==> src/rtl/pulsegap_gen.sv <==
// Programmable pulse/gap pattern generator: rotates a WIDTH-bit pattern out serially,
// optionally for a fixed number of periods. Define PULSEGAP_DIR_EN to add the dir port.
module pulsegap_gen #(
  parameter int   WIDTH      = 16,
  parameter int   REP_W      = 8,
  parameter logic IDLE_LEVEL = 1'b0
) (
  input  logic             clock,
  input  logic             reset,
  input  logic             load,
  input  logic [WIDTH-1:0] load_in,
  input  logic [REP_W-1:0] reps_in,
  input  logic             hold,
`ifdef PULSEGAP_DIR_EN
  input  logic             dir,
`endif
  output logic             shift_out,
  output logic             period_tick,
  output logic             busy,
  output logic             done,
  output logic [REP_W-1:0] period_cnt
);

  localparam int BP_W = (WIDTH > 2) ? $clog2(WIDTH) : 1;

  localparam logic [1:0] S_IDLE = 2'd0;
  localparam logic [1:0] S_RUN  = 2'd1;
  localparam logic [1:0] S_DONE = 2'd2;

  logic [1:0]       r_state;
  logic [WIDTH-1:0] r_pattern;
  logic [BP_W-1:0]  r_bitpos;
  logic [REP_W-1:0] r_period_cnt;
  logic [REP_W-1:0] r_reps;

  logic             w_dir;
  logic             w_run;
  logic             w_last_bit;
  logic             w_final_period;
  logic             w_cnt_sat;
  logic [WIDTH-1:0] w_rotated;

`ifdef PULSEGAP_DIR_EN
  assign w_dir = dir;
`else
  assign w_dir = 1'b0;
`endif

  assign w_run      = (r_state == S_RUN);
  assign w_last_bit = (r_bitpos == BP_W'(WIDTH - 1));
  assign w_cnt_sat  = (r_period_cnt == {REP_W{1'b1}});

  // Widened compare so the final-period test cannot alias through a wrapped sum.
  assign w_final_period = (r_reps != '0) &&
                          (({1'b0, r_period_cnt} + (REP_W+1)'(1)) == {1'b0, r_reps});

  assign w_rotated = w_dir ? {r_pattern[0], r_pattern[WIDTH-1:1]}
                           : {r_pattern[WIDTH-2:0], r_pattern[WIDTH-1]};

  assign shift_out   = w_run ? (w_dir ? r_pattern[0] : r_pattern[WIDTH-1]) : IDLE_LEVEL;
  assign period_tick = w_run && w_last_bit;
  assign busy        = w_run;
  assign done        = (r_state == S_DONE);
  assign period_cnt  = r_period_cnt;

  // NOTE: sequential state uses non-blocking assignments so every register sees pre-edge values.
  always_ff @(posedge clock or posedge reset) begin
    if (reset) begin
      r_state      <= S_IDLE;
      r_pattern    <= '0;
      r_bitpos     <= '0;
      r_period_cnt <= '0;
      r_reps       <= '0;
    end else if (load) begin
      r_state      <= S_RUN;
      r_pattern    <= load_in;
      r_bitpos     <= '0;
      r_period_cnt <= '0;
      r_reps       <= reps_in;
    end else if (w_run && !hold) begin
      r_pattern <= w_rotated;
      if (w_last_bit) begin
        r_bitpos <= '0;
        if (!w_cnt_sat) r_period_cnt <= r_period_cnt + REP_W'(1);
        if (w_final_period) r_state <= S_DONE;
      end else begin
        r_bitpos <= r_bitpos + BP_W'(1);
      end
    end
  end

endmodule

==> config.mk <==
export PLATFORM = sky130hd
export DESIGN_NAME = pulsegap_gen
export DESIGN_NICKNAME = d
export VERILOG_FILES = /design/src/rtl/pulsegap_gen.sv
export SDC_FILE = /design/constraint.sdc
export NUM_CORES = 1
export LEC_CHECK = 0
export ABC_CLOCK_PERIOD_IN_PS = 3300
export CAP_MARGIN = 15
export CORE_MARGIN = 2
export CORE_UTILIZATION = 40
export CTS_CLUSTER_SIZE = 40
export DETAILED_ROUTE_END_ITERATION = 12
export PLACE_DENSITY = 0.63
export SLEW_MARGIN = 20
export SYNTH_ARGS = -nofsm -noshare
export SYNTH_HDL_FRONTEND = slang
export SYNTH_SLANG_ARGS = --single-unit
==> constraint.sdc <==
create_clock -name clock -period 3.3 [get_ports clock]
set_input_delay 0.66 -clock clock [delete_from_list [all_inputs] [get_ports clock]]
set_output_delay 0.66 -clock clock [all_outputs]
set_load 0.05 [all_outputs]
After elaboration in Yosys (flattened, before gate mapping)
Index checks and enable logic that the tools add are counted.

storage, ports and cells
  bits in registers = 38
  bits of input ports = 28
  output and inout port bits = 12
  word-level logic and storage cells = 38

operators by class
  $add $sub $neg = 3
  equal/unequal tests = 6
  mux-type cells = 14
  reduce and logical (&&, ||, !) cells = 10

operators by type and width
  operator                                             number
  two-way mux 16 bit                                   2
  two-way mux 8 bit                                    4
  two-way mux 4 bit                                    3
  adder 8 x 1 -> 9 bit, second input constant          1
  equality test 9 x 8 -> 1 bit                         1
  adder 8 x 1 -> 8 bit, second input constant          1
  equality test 8 bit, second input constant           1
  two-way mux 2 bit                                    4
  nonzero test 8 bit                                   1
  AND reduction 3 bit                                  2
  nonzero test 2 bit                                   3
  adder 4 x 1 -> 4 bit, second input constant          1
  equality test 4 bit, second input constant           1
  logical AND 1 bit                                    3
  equality test 2 x 1 -> 1 bit, second input constant  1
  equality test 2 bit, second input constant           1
  inequality test 2 bit, second input constant         1
  zero test 1 bit                                      1
  two-way mux 1 bit                                    1

Longest topological paths before layout
Gate-level depths: netlist of the first run.

  depth in word-level cells = 7
  gate-level depth with buffers = 7
  gate-level depth less buffers = 6

Least setup slack after synthesis of the first run
Ideal clock, no wire load.

  kind = reg2out
  from = register r_state[1]
  to = output period_tick
  arrival = 1.673 ns
  data required time = 2.640 ns
  slack = 0.967 ns
  stages on the path, launching flop included = 3
  buffers on the path = 0
  cell sequence = dfrtp_1 nor2b_1 and2_1

between the ends
  cells in the longest elaborated chain, start to end = 2

ends and longest elaborated chain
  item                          RTL line  RTL
  start, declared               30        logic [1:0] r_state;
  start signal, assigned        69        r_state <= S_IDLE;
  start signal, assigned        75        r_state <= S_RUN;
  start signal, assigned        85        if (w_final_period) r_state <= S_DONE;
  equality test 2 x 1 -> 1 bit  49        assign w_run = (r_state == S_RUN);
  net busy                      19        output logic busy,
  logical AND 1 bit             61        assign period_tick = w_run && w_last_bit;
  end, declared                 18        output logic period_tick,

The timed path passes the listed nets, and every way through them passes these cells.

Worst setup path in the final report of the first run
  from = register r_bitpos[0]
  to = output period_tick

between the ends
  cells in the longest elaborated chain, start to end = 2

ends and longest elaborated chain
  item                    RTL line  RTL
  start, declared         32        logic [BP_W-1:0] r_bitpos;
  start signal, assigned  87        r_bitpos <= r_bitpos + BP_W'(1);
  equality test 4 bit     50        assign w_last_bit = (r_bitpos == BP_W'(WIDTH - 1));
  logical AND 1 bit       61

No other way between the ends.

==> impl_metrics.tcl, run 1 <==
set metrics [dict create \
    io_buffer_count 39 \
    leakage_uw 0.00106 \
    synth_mux_area_share_pct 14.2 \
    synthXorXnorAreaFrac_pct 7.57 \
    synth_edf_count 0 \
    grt_pass1_wl_um 5860 \
    hpwlAfterDp_um 2580 \
    yosysMostFrequentCell "dfrtp_1" \
    critPathKind "reg -> out" \
    power.density_nw_per_um2 398 \
    sw_frac_of_total_pct 25.1 \
    antenna_found_initial 0 \
    ys_seq_elements 38 \
    crit_path_end_kind "output port" \
    postRouteAntennaNets 0 \
    period_needed_ps 2700 \
    worstPathArrival_ps 2040 \
    numCtsBuffers 5 \
    diodes 0 \
    combPwrFrac_pct 13.9 \
    synth_area_um2 1970 \
    async_flop_share_pct 100 \
    clock_latency_ps 290 \
    yosysWarnings 0 \
    p_seq_share_pct 52.9 \
    slew_viol_final 0 \
    syn-num-nets 221 \
    hold_viol 0 \
    top_layer "met4" \
    gr-total-overflow 0 \
    irDropWorstVdd_mv 0.159 \
    synth-seq-area-share_pct 48.3 \
    cp.required_ps 2640 \
    drive_above_1_share_pct 8.30 \
    start_util_pct 41.7 \
    htreeDepth 2 \
    cts_setup_buffers 0 \
    vias_per_cell 4.78 \
    synthTopCellsByArea "dfrtp_1, mux2i_1, nand2_1, xnor2_1, o21ai_1" \
    wl_per_cell_um 12.4 \
    routed-wl-met3_um 121 \
    root_buffer "clkbuf_8" \
    maxCapViolations 0 \
    relSlewSlack_pct 38.6 \
    synth-adder-area-share_pct 1.27 \
    hp-class "reg -> reg" \
    dieWidth_um 74.1 \
    wl_met2_um 1660 \
    fin_crit_sh_pct 81.9 \
    ys_types 34 \
    drtIter0Drc 66 \
    wl_met1_um 1780 \
    grtUsageTotal_pct 14.3 \
    finalSetupViolations 0 \
    io_pins 40 \
    grt_max_degree 56 \
    status "completed" \
    postCtsHoldBufs 0 \
    cts_resized 0 \
    core-area_um2 4720 \
    fill_cells 439 \
    synth_compound_area_share_pct 8.90 \
    dpl_cell_area_um2 2400 \
    synth_common_cells "dfrtp_1, nand2_1, mux2i_1" \
    synth_top_cell_by_area "dfrtp_1" \
    clk_path_buf_depth 2 \
    p_int_uw 742 \
    synthFlopType "dfrtp_1" \
    total_power_uw 990 \
    cts_sinks 38 \
    yosys.area_share.simple_pct 15.8 \
    rsz0062_at_grt "no" \
    dp_slack_ps 828 \
    cts.clk_slew.worst_paths_ps 70 \
    finalInstanceArea_um2 2490 \
    synth_top_family_by_area "simple AND/OR/NAND/NOR gates" \
    tightest_slew_ps 922 \
    totalWireLength_um 3670 \
    register_area_um2 951 \
    grt_pass1_vias 1297 \
    nNetsFinal 258 \
    synth_top_area_share_pct 48.3 \
    start_kind "flip-flop" \
    crit_fanout 5 \
    vias 1415 \
    setup_tns_ps 0 \
    dieHeight_um 74.1 \
    dr.pass1.iters 4 \
    finalClockSkew_ps 4.38 \
    fp.dieArea_um2 5500 \
    final_util_pct 52.7 \
    area_growth_pct 26.5 \
    netSwitchingPower_uw 248 \
    r2r_slack_ps 1190 \
    worst_slack_ps 598 \
    clock_power_share_pct 33.3 \
    gp_congestion 0.814 \
    fmax_ghz 0.370 \
    syn_area_per_cell_um2 10.3 \
    placementRows 25 \
    multi_input_area_um2 945 \
    cts_tree "built" \
    synthCells 191 \
    drc 0 \
]
[critical path, cell delays in order, from the launching register on]
cell	delay, ps
dfrtp_1	410
ha_1	200
and3_1	210
and2_1	140
clkdlybuf4s50_1	800
[metal layers]
metal | vias up | track usage (%)
met2 | 30 | 20.0
met4 | 0 | 8.89
met5 | - | 0
li1 | 731 | -
met3 | 11 | 3.25
met1 | 643 | 20.0
[registers in the layout, indices dropped and copies added (netlist names)]
name        count
r_pattern      16
period_cnt      8
r_reps          8
r_bitpos        4
r_state         2
[path summary, 6_finish.rpt]
check | from | end | depth (start not counted)
min in group asynchronous | reset | r_reps[1] | 3
worst min-delay path | r_reps[1] | r_reps[1] | 1
max in group asynchronous | reset | r_pattern[0] | 3
worst max-delay path | r_bitpos[0] | period_tick | 4
worst min register to register | r_reps[1] | r_reps[1] | 1
worst max register to register | period_cnt[0] | r_state[0] | 6
[cell families (layout without fill, tap and decap cells)]
kind of cell / Yosys count / count (layout)
adders and majority gates: 2 / 2
buffers and inverters: 16 / 54
AOI/OAI and AO/OA: 27 / 27
muxes: 27 / 27
and+or+nand+nor: 64 / 64
xor gates and xnor gates: 17 / 17
DFF: 38 / 38
[area by class of cell]
cell class,instances,share of cell area (%)
Sequential cell,38,38.2
Multi-Input combinational cell,137,37.9
Timing Repair Buffer,41,16.1
Clock buffer,7,3.47
Tap cell,67,3.37
Inverter,5,0.754
Clock inverter,1,0.201
[through the flow]
step                hold WS (ps)  instances
floorplan                    478        191
global placement             503        288
detailed placement           512        288
CTS                          528        296
global route                 540        296
finish                       523        296
[placed cells by master, fill, tap and decap left out, types with 2 or more instances in the layout]
cell type and instances:
and2_1 2, nor2_1 15, clkbuf_8 6, xor2_1 7, nor4_1 2, nor2b_1 5
inv_1 4, mux2_1 3, mux2_2 5, nand2_1 24, dfrtp_1 38, ha_1 2
nand4_1 3, xnor2_1 10, nand3_1 3, o21a_1 2, o21ai_1 17, buf_4 2
a21oi_1 2, nor3_1 4, mux2i_1 19, clkdlybuf4s50_1 38
[power by group through the flow]
stage,Combinational (uW),Sequential (uW),Clock [uW]
after floorplan,92.1,524,0
after global placement,138,532,0
after detailed placement,140,533,0
after CTS,140,523,339
after global routing,153,527,359
final,137,524,329
No activity file was read; power rests on OpenSTA's default activity.
==> inputs of run 2 (changes only) <==
--- a/config.mk
+++ b/config.mk
@@ -5,13 +5,13 @@
 export SDC_FILE = /design/constraint.sdc
 export NUM_CORES = 1
 export LEC_CHECK = 0
-export ABC_CLOCK_PERIOD_IN_PS = 3300
+export ABC_CLOCK_PERIOD_IN_PS = 2400
 export CAP_MARGIN = 15
 export CORE_MARGIN = 2
 export CORE_UTILIZATION = 40
 export CTS_CLUSTER_SIZE = 40
 export DETAILED_ROUTE_END_ITERATION = 12
-export PLACE_DENSITY = 0.63
+export PLACE_DENSITY = 0.65
 export SLEW_MARGIN = 20
 export SYNTH_ARGS = -nofsm -noshare
 export SYNTH_HDL_FRONTEND = slang
==> constraint.sdc (replaced) <==
create_clock -name clock -period 2.4 [get_ports clock]
set_input_delay 0.48 -clock clock [delete_from_list [all_inputs] [get_ports clock]]
set_output_delay 0.48 -clock clock [all_outputs]
set_load 0.05 [all_outputs]
==> run 2 against run 1 <==
Compared with the run above:
- sequential cell count unchanged
- final cell count rose by 0.34%
- sequential share of layout area fell by 0.49 points
- cell area increased by 1.3%
- die area stayed put
- via count grew 2.2%
- clock skew up 6.8 ps
- critical path type unchanged
- highest routed layer unchanged
==> impl_metrics.tcl, run 2 (synthesized netlist as in run 1, its figures left out) <==
set metrics [dict create \
    crit_slowest_cell "clkdlybuf4s50_1" \
    largest_register_ffs 16 \
    rr_startpoint "period_cnt[0]" \
    wl_met1_um 1860 \
    clock_latency_ps 290 \
    grt_pass1_vias 1395 \
    gp_congestion 0.715 \
    final_cells 297 \
    clock_power_share_pct 37.6 \
    area_growth_pct 28.2 \
    hold_path.startpoint "r_reps[1]" \
    fmax_ghz 0.440 \
    tightest_slew_ps 496 \
    hp-class "reg -> reg" \
    top_layer "met4" \
    grtUsageTotal_pct 15.5 \
    netSwitchingPower_uw 334 \
    slew_viol_final 0 \
    gr-total-overflow 0 \
    io_pins 40 \
    worstPathArrival_ps 1790 \
    dr.pass1.iters 4 \
    worstPathCellList "nor2b_1, clkdlybuf4s50_1" \
    sw_frac_of_total_pct 22.9 \
    dieWidth_um 74.1 \
    slowest_delay_ps 850 \
    drtIter0Drc 68 \
    cts_tree "built" \
    htreeDepth 2 \
    critPathBufInv 1 \
    diodes 0 \
    dieHeight_um 74.1 \
    wl_per_cell_um 12.6 \
    leakage_uw 0.00109 \
    dp.cells 290 \
    numCtsBuffers 5 \
    relSlewSlack_pct 66.8 \
    irDropWorstVdd_mv 0.361 \
    vias 1446 \
    io_buffer_count 39 \
    fin_crit_sh_pct 94.7 \
    layout_commonest_cell "dfrtp_1" \
    vias_per_cell 4.87 \
    postRouteAntennaNets 0 \
    regMostFlops "r_pattern" \
    antenna_found_initial 0 \
    hpwlAfterDp_um 2690 \
    grt_max_degree 42 \
    clk_path_buf_depth 2 \
    critPathLaunch "r_state[1]" \
    power.density_nw_per_um2 576 \
    maxCapViolations 0 \
    core-area_um2 4720 \
    status "completed" \
    crit_fanout 4 \
    cts_setup_buffers 0 \
    cts.clk_slew.worst_paths_ps 70 \
    cp.required_ps 1920 \
    critPathKind "reg -> out" \
    p_seq_share_pct 49.5 \
    combPwrFrac_pct 13.0 \
    routed-wl-met3_um 132 \
    cts_sinks 38 \
    final_cell_mix "dfrtp_1, clkdlybuf4s50_1, nand2_1" \
    rsz0062_at_grt "no" \
    grt_pass1_wl_um 6510 \
    hold_viol 0 \
    path_delay_family "buffers and inverters" \
    period_needed_ps 2270 \
    totalWireLength_um 3760 \
    drive_above_1_share_pct 9.57 \
    crit_path_end_kind "output port" \
    finalClockSkew_ps 11.2 \
    wl_met2_um 1690 \
    root_buffer "clkbuf_8" \
    p_int_uw 1120 \
    start_kind "flip-flop" \
    start_util_pct 41.7 \
    finalSetupViolations 0 \
    fp.dieArea_um2 5500 \
    setup_tns_ps 0 \
    placementRows 25 \
    drc 0 \
    nNetsFinal 260 \
]
[run 2: cell types whose count changed in the layout (fill, tap and decap cells not counted)]
| cell | change |
|---|---|
| buf_4 | +3 |
| bufinv_16 | +1 |
| clkbuf_1 | -1 |
| clkdlybuf4s50_1 | -2 |
| clkinv_2 | -1 |
| dlygate4sd2_1 | +1 |
[run 2: layout make-up]
type / instances / area, um^2
Timing Repair Buffer: 43 / 412
Sequential cell: 38 / 951
Tap cell: 67 / 83.8
Clock buffer: 6 / 82.6
Inverter: 5 / 18.8
Clock inverter: 1 / 30.0
Multi-Input combinational cell: 137 / 945
Fill cell: 440 / 2200
[run 2: stage by stage]
stage | area (um^2) | worst slack (ps) | utilization, % | hold WS (ps) | total power [uW]
global route | 2520 | 58.8 | 53.4 | 559 | 1530
finish | 2520 | 127 | 53.4 | 524 | 1450
detailed placement | 2410 | 198 | 51.0 | 511 | 925
global placement | 2410 | 279 | 51.0 | 505 | 920
floorplan | 1970 | 155 | - | 478 | 847
CTS | 2520 | 93.8 | 53.4 | 528 | 1480
[run 2: timing repair]
action | CTS | global route
endpoints found under the setup margin | 1 | 0
hold buffers | 0 | 0
endpoints found under the hold margin | 0 | 0
gates resized for setup | 1 | 0
[run 2: power by group through the flow]
stage / clock network [uW] / logic [uW] / registers [uW]
CTS: 566 / 193 / 719
detailed placement: 0 / 193 / 732
global placement: 0 / 190 / 730
global route: 596 / 212 / 725
floorplan: 0 / 127 / 721
finish: 546 / 189 / 719
[run 2: worst reg2reg max path: cells and delay by family (launching register included)]
| family | cells | cell delay, ps |
|---|---|---|
| simple gates | 3 | 410 |
| buf+inv | 1 | 180 |
| fa+ha+maj | 1 | 320 |
| compound gates | 1 | 460 |
| xor+xnor | 1 | 130 |
| flops | 1 | 510 |
[run 2: final timing paths]
| kind | slack (ps) | end | cells after the start |
|---|---|---|---|
| min | 520 | r_reps[1] | 1 |
| max | 130 | busy | 2 |
| max reg2reg | 270 | period_cnt[4] | 7 |
| max in group asynchronous | 1450 | period_cnt[5] | 3 |
| min reg2reg | 520 | r_reps[1] | 1 |
| min in group asynchronous | 600 | r_reps[6] | 3 |
[run 2: layer usage]
metal / global-route usage (%) / up-vias
met1: 21.8 / 684
li1: - / 728
met2: 22.4 / 29
met4: 7.27 / 0
met5: 0 / -
met3: 4.20 / 5
